## src/rtl/alu_pkg.sv

```systemverilog
// Shared ALU opcode encodings and widths used by the ALU, its arbiter and the core.
package alu_pkg;
   localparam int ALU_OPW = 4;

   localparam logic [ALU_OPW-1:0] ALU_AND = 4'b0000;
   localparam logic [ALU_OPW-1:0] ALU_OR  = 4'b0001;
   localparam logic [ALU_OPW-1:0] ALU_ADD = 4'b0010;
   localparam logic [ALU_OPW-1:0] ALU_SUB = 4'b0110;
   localparam logic [ALU_OPW-1:0] ALU_SLT = 4'b0111;
   localparam logic [ALU_OPW-1:0] ALU_NOR = 4'b1100;
endpackage

```

## src/rtl/alu.sv

```systemverilog
// Shared combinational ALU; unknown opcodes yield a zero result.
module alu
   import alu_pkg::*;
#(
   parameter int SIZE = 32
) (
   input  logic [SIZE-1:0]    a,
   input  logic [SIZE-1:0]    b,
   input  logic [ALU_OPW-1:0] op,
   output logic [SIZE-1:0]    rez,
   output logic               zero
);

   always_comb begin
      rez = '0;
      case (op)
         ALU_AND: rez = a & b;
         ALU_OR:  rez = a | b;
         ALU_ADD: rez = a + b;
         ALU_SUB: rez = a - b;
         ALU_SLT: rez = {{(SIZE-1){1'b0}}, (a < b)};
         ALU_NOR: rez = ~(a | b);
         default: rez = '0;
      endcase
   end

   assign zero = (rez == '0);

endmodule

```

## src/rtl/rr_arbiter.sv

```systemverilog
// Round-robin arbiter: one-hot grant scanning upward from a registered pointer.
module rr_arbiter #(
   parameter  int NREQ = 4,
   localparam int IDW  = $clog2(NREQ)
) (
   input  logic            clk,
   input  logic            reset,
   input  logic            en,
   input  logic [NREQ-1:0] req,
   output logic [NREQ-1:0] grant,
   output logic [IDW-1:0]  grant_id,
   output logic            grant_valid
);

   logic [IDW-1:0] ptr_reg;
   logic [IDW-1:0] ptr_next;
   logic [IDW:0]   sum;
   logic [IDW-1:0] idx;

   // Sum is one bit wider so ptr+k can be folded back below NREQ for non-power-of-two sizes.
   always_comb begin
      grant_valid = 1'b0;
      grant_id    = '0;
      sum         = '0;
      idx         = '0;
      for (int k = 0; k < NREQ; k++) begin
         sum = {1'b0, ptr_reg} + (IDW+1)'(k);
         if (sum >= (IDW+1)'(NREQ)) begin
            sum = sum - (IDW+1)'(NREQ);
         end
         idx = sum[IDW-1:0];
         if (en && !grant_valid && req[idx]) begin
            grant_valid = 1'b1;
            grant_id    = idx;
         end
      end
      grant = grant_valid ? (NREQ'(1) << grant_id) : '0;
   end

   always_comb begin
      ptr_next = ptr_reg;
      if (grant_valid) begin
         ptr_next = (grant_id == IDW'(NREQ-1)) ? '0 : grant_id + IDW'(1);
      end
   end

   always_ff @(posedge clk) begin
      if (reset) begin
         ptr_reg <= '0;
      end else begin
         ptr_reg <= ptr_next;
      end
   end

endmodule

```

## src/rtl/alu_arbiter.sv

```systemverilog
// Shares one ALU among NREQ requesters with round-robin grant and a one-entry response buffer.
module alu_arbiter
   import alu_pkg::*;
#(
   parameter  int SIZE = 32,
   parameter  int NREQ = 4,
   localparam int IDW  = $clog2(NREQ)
) (
   input  logic                    clk,
   input  logic                    reset,
   input  logic [NREQ-1:0]         req_valid,
   output logic [NREQ-1:0]         req_ready,
   input  logic [NREQ*SIZE-1:0]    req_rd1,
   input  logic [NREQ*SIZE-1:0]    req_rd2,
   input  logic [NREQ*ALU_OPW-1:0] req_op,
   output logic                    resp_valid,
   input  logic                    resp_ready,
   output logic [IDW-1:0]          resp_id,
   output logic [SIZE-1:0]         resp_rez,
   output logic                    resp_zero
);

   logic [SIZE-1:0]    rd1_arr [NREQ];
   logic [SIZE-1:0]    rd2_arr [NREQ];
   logic [ALU_OPW-1:0] op_arr  [NREQ];

   genvar gi;
   generate
      for (gi = 0; gi < NREQ; gi++) begin : g_unpack
         assign rd1_arr[gi] = req_rd1[gi*SIZE +: SIZE];
         assign rd2_arr[gi] = req_rd2[gi*SIZE +: SIZE];
         assign op_arr[gi]  = req_op[gi*ALU_OPW +: ALU_OPW];
      end
   endgenerate

   logic            resp_valid_reg;
   logic [IDW-1:0]  resp_id_reg;
   logic [SIZE-1:0] resp_rez_reg;
   logic            resp_zero_reg;

   logic            can_accept;
   logic            grant_valid;
   logic [IDW-1:0]  grant_id;
   logic [SIZE-1:0] alu_rez;
   logic            alu_zero;

   assign can_accept = !resp_valid_reg || resp_ready;

   // Gating with reset keeps req_ready low during any reset cycle.
   rr_arbiter #(
      .NREQ (NREQ)
   ) u_rr (
      .clk         (clk),
      .reset       (reset),
      .en          (can_accept && !reset),
      .req         (req_valid),
      .grant       (req_ready),
      .grant_id    (grant_id),
      .grant_valid (grant_valid)
   );

   // grant_id is 0 without a grant, so the mux falls back to requester 0.
   alu #(
      .SIZE (SIZE)
   ) u_alu (
      .a    (rd1_arr[grant_id]),
      .b    (rd2_arr[grant_id]),
      .op   (op_arr[grant_id]),
      .rez  (alu_rez),
      .zero (alu_zero)
   );

   always_ff @(posedge clk) begin
      if (reset) begin
         resp_valid_reg <= 1'b0;
         resp_id_reg    <= '0;
         resp_rez_reg   <= '0;
         resp_zero_reg  <= 1'b0;
      end else if (grant_valid) begin
         resp_valid_reg <= 1'b1;
         resp_id_reg    <= grant_id;
         resp_rez_reg   <= alu_rez;
         resp_zero_reg  <= alu_zero;
      end else if (resp_valid_reg && resp_ready) begin
         resp_valid_reg <= 1'b0;
      end
   end

   assign resp_valid = resp_valid_reg;
   assign resp_id    = resp_id_reg;
   assign resp_rez   = resp_rez_reg;
   assign resp_zero  = resp_zero_reg;

endmodule

```

## config.mk

```make
export PLATFORM = sky130hd
export DESIGN_NAME = alu_arbiter
export DESIGN_NICKNAME = d
export VERILOG_FILES = /design/src/rtl/alu_pkg.sv /design/src/rtl/alu.sv /design/src/rtl/rr_arbiter.sv /design/src/rtl/alu_arbiter.sv
export SDC_FILE = /design/constraint.sdc
export NUM_CORES = 1
export LEC_CHECK = 0
export ABC_AREA = 1
export ABC_CLOCK_PERIOD_IN_PS = 4700
export BUFFER_PORTS_ARGS = -buffer_cell sky130_fd_sc_hd__buf_4
export CAP_MARGIN = 10
export CORE_MARGIN = 3
export CORE_UTILIZATION = 40
export DETAILED_ROUTE_END_ITERATION = 7
export GPL_ROUTABILITY_DRIVEN = 0
export HOLD_SLACK_MARGIN = 0.06
export PLACE_DENSITY = 0.68
export SYNTH_ARGS = -nofsm -noshare
export SYNTH_HDL_FRONTEND = slang
export SYNTH_SLANG_ARGS = --single-unit
```

## constraint.sdc

```tcl
create_clock -name clk -period 4.7 [get_ports clk]
set_clock_uncertainty 0.15 [all_clocks]
set_input_delay 0.235 -clock clk [delete_from_list [all_inputs] [get_ports clk]]
set_output_delay 0.235 -clock clk [all_outputs]
set_load 0.01 [all_outputs]
```

==> impl_results.md <==
- Status: complete, but fails checks
- Violated checks: setup timing
- Met2 GRT Util: 0.505
- Worst stage delay on the critical path: between 0.3 and 0.4 ns
- Clock tree buffer depth: 2
- DIE HEIGHT: between 150 and 200 um
- Remaining global-route overflow: 0
- Core Region: 0.0254 mm2
- Total CTS buffers: 5
- CP delay by family, top: compound AO/OA/AOI/OAI gates
- Drt via density: 5.36
- Crit start category: flop
- Total track usage: 0.310
- ANT nets after route: 0
- Crit path max-delay cell type: dfxtp_4
- Max Freq: roughly 200 MHz
- Port Buffers: approximately 320
- Crit end category: flop
- RR Endpoint: resp_zero
- Max FFs per register: 32
- Crit path time final: about 5 ns
- Avg Cell Area, Syn: 5.52 um2
- CTS tree: yes
- Clock root cell: clkbuf_16
- Hold-critical path endpoint: resp_zero
- Fin. Hold Viols: 0
- CP Max Fanout: 8
- Die area: approximately 0.028 mm2
- Worst Path Required: between 4 and 5 ns
- Worst Path Buf+Inv: 7
- Unique masters post-synth: 56
- Clk_lat worst skew: ~0.28 ns
- IO Count: between 300 and 400
- Worst slew pin tran: 0.904 ns
- Synthesis Warnings: 0
- Clk slew on worst S/H paths: ~0.060 ns
- DIE WIDTH: between 150 and 200 um
- DR DRC count: 0
- Most common cell after layout, fill and taps aside: buf_4
- Fin cells: 2863
- Hold path start: reset
- Syn Inst Count: about 1900
- Pin count of the biggest net entering global routing: 62
- Final WL: 49.6 mm
- Register area share after synthesis: 0.0728
- Post-DP HPWL: 36.8 mm
- Worst hold path type: input port to flop
- Rows: 58
- Wire per inst: 17.3 um
- Synth Cell Area: between 0.01 and 0.015 mm2
- Initial Util: 0.411
- First-pass GRT wire length: ~72 mm
- Gr busiest metal: met2
- Crit share post-route: 1.07
- #FFs+latches synth: 38
- P&R area growth vs syn: 70.9%
- GRT met3 Usage: 0.0614
- Layout cell share with drive strength beyond 1: 0.429
- Worst EP arrival: between 5 and 6 ns
- Initial antenna violation count: 3
- Final worst hold slack: 0.141 ns
- Mapped Nets: about 2300
- R2R depth: 34
- RSZ-0062 raised after global routing: yes
- Setup CP Type: flop to flop
- Most frequent cells in the layout: buf_4, inv_1, nand2_1
- Max_slew headroom: 0.394
- Max-slew violations: 0
- Worst R2R Start: u_rr.ptr_reg[0]
- Via count: ~15000
- Placed Instances: between 2000 and 3000
- Hold-fix buffers, CTS: 0
- Clock sink count: 38
- H-tree levels: 2
- Vias in the first global route: roughly 14000
- Nets: ~2900
- Max Cap Viol: 0
- DR pass1 iterations: 6
- Count of final setup violators: 18
- Pre-CTS WS: -0.521 ns
- Global-route met1 utilization: 0.407
- Worst reg2reg setup slack: -0.34 ns
- Initial DRC count: 1521
- Final worst slack: -0.340 ns
- Worst Hold Depth: 3
[cell usage after synthesis, drive strengths merged]
library cell,count,area share
nand3,168,0.084
o211ai,27,0.019
inv,397,0.14
or2,49,0.029
a21oi,90,0.043
o31ai,1,0.00072
nor2,224,0.084
nor4,3,0.0018
nor3,17,0.0081
xor2,18,0.015
o21bai,21,0.015
a31o,1,0.00084
o21a,10,0.0072
a211oi,7,0.0050
nand3b,6,0.0043
o2111ai,6,0.0050
nand4,15,0.011
mux2i,2,0.0019
o21ai,117,0.057
a22o,2,0.0017
a31oi,3,0.0018
a21boi,1,0.00072
clkinv,2,0.00072
a32oi,56,0.047
clkbuf,62,0.022
nand2,396,0.15
ha,104,0.12
o221a,2,0.0022
o221ai,3,0.0025
dfxtp,38,0.073
buf,29,0.021
o22ai,4,0.0024
a21o,4,0.0029
a221oi,1,0.00084
fa,2,0.0038
xnor2,4,0.0034
[how the worst max path moves through the flow]
| stage | to | cells after the start | startpoint | slack, ns |
|---|---|---|---|---|
| global placement | resp_zero | 34 | u_rr.ptr_reg[0] | -0.31 |
| CTS | resp_zero | 33 | u_rr.ptr_reg[0] | -0.12 |
| finish | resp_zero | 34 | u_rr.ptr_reg[0] | -0.34 |
| global route | resp_zero | 34 | u_rr.ptr_reg[0] | -0.57 |
| floorplan | resp_zero | 36 | u_rr.ptr_reg[0] | 0.001 |
| detailed placement | resp_zero | 34 | u_rr.ptr_reg[0] | -0.52 |
[tightest hold or removal path, stage by stage]
cell     delay, ns
buf_4         0.11
buf_4         0.13
a21oi_1       0.04
[area by class of cell]
type                       count  area [um2]
multi-input combinational   1367        9280
fill                        2064        7540
timing repair buffer         717        5720
inverter                     399        1530
sequential                    38         766
tap                          330         413
clock buffer                   7         143
timing repair inverter         1        11.3
antenna                        3        7.51
clock inverter                 1        5.00
[what timing repair did]
action	in CTS	in global routing
pin swaps	43	67
buffers inserted	31	34
endpoints found under the setup margin	19	27
cloned	7	3
resized for setup	138	238
[per-layer routing]
metal  vias to the layer above  part of all wire
met3                       137              0.10
met2                       852              0.46
met1                      7051              0.40
met4                         0             0.034
li1                       7313                 -
met5                         -                 0
[cells by family after synthesis]
kind of cell,share of synthesized area
buffers and inverters,0.188
xor gates and xnor gates,0.0184
muxes,0.00192
and+or+nand+nor,0.375
DFF,0.0728
adders and majority gates,0.128
AOI/OAI and AO/OA,0.215
[stage by stage]
stage                     utilization  area [um2]  TNS (ns)
after floorplan                     -       10600         0
after global placement          0.608       15400     -1.60
after detailed placement        0.608       15400     -3.78
after CTS                       0.652       16600    -0.377
after global routing            0.703       17900     -7.07
final                           0.703       17900     -2.46
Power is left out: the tool's default activity adds up to more than one toggle a clock period on the data nets, which glitch-free logic cannot reach.
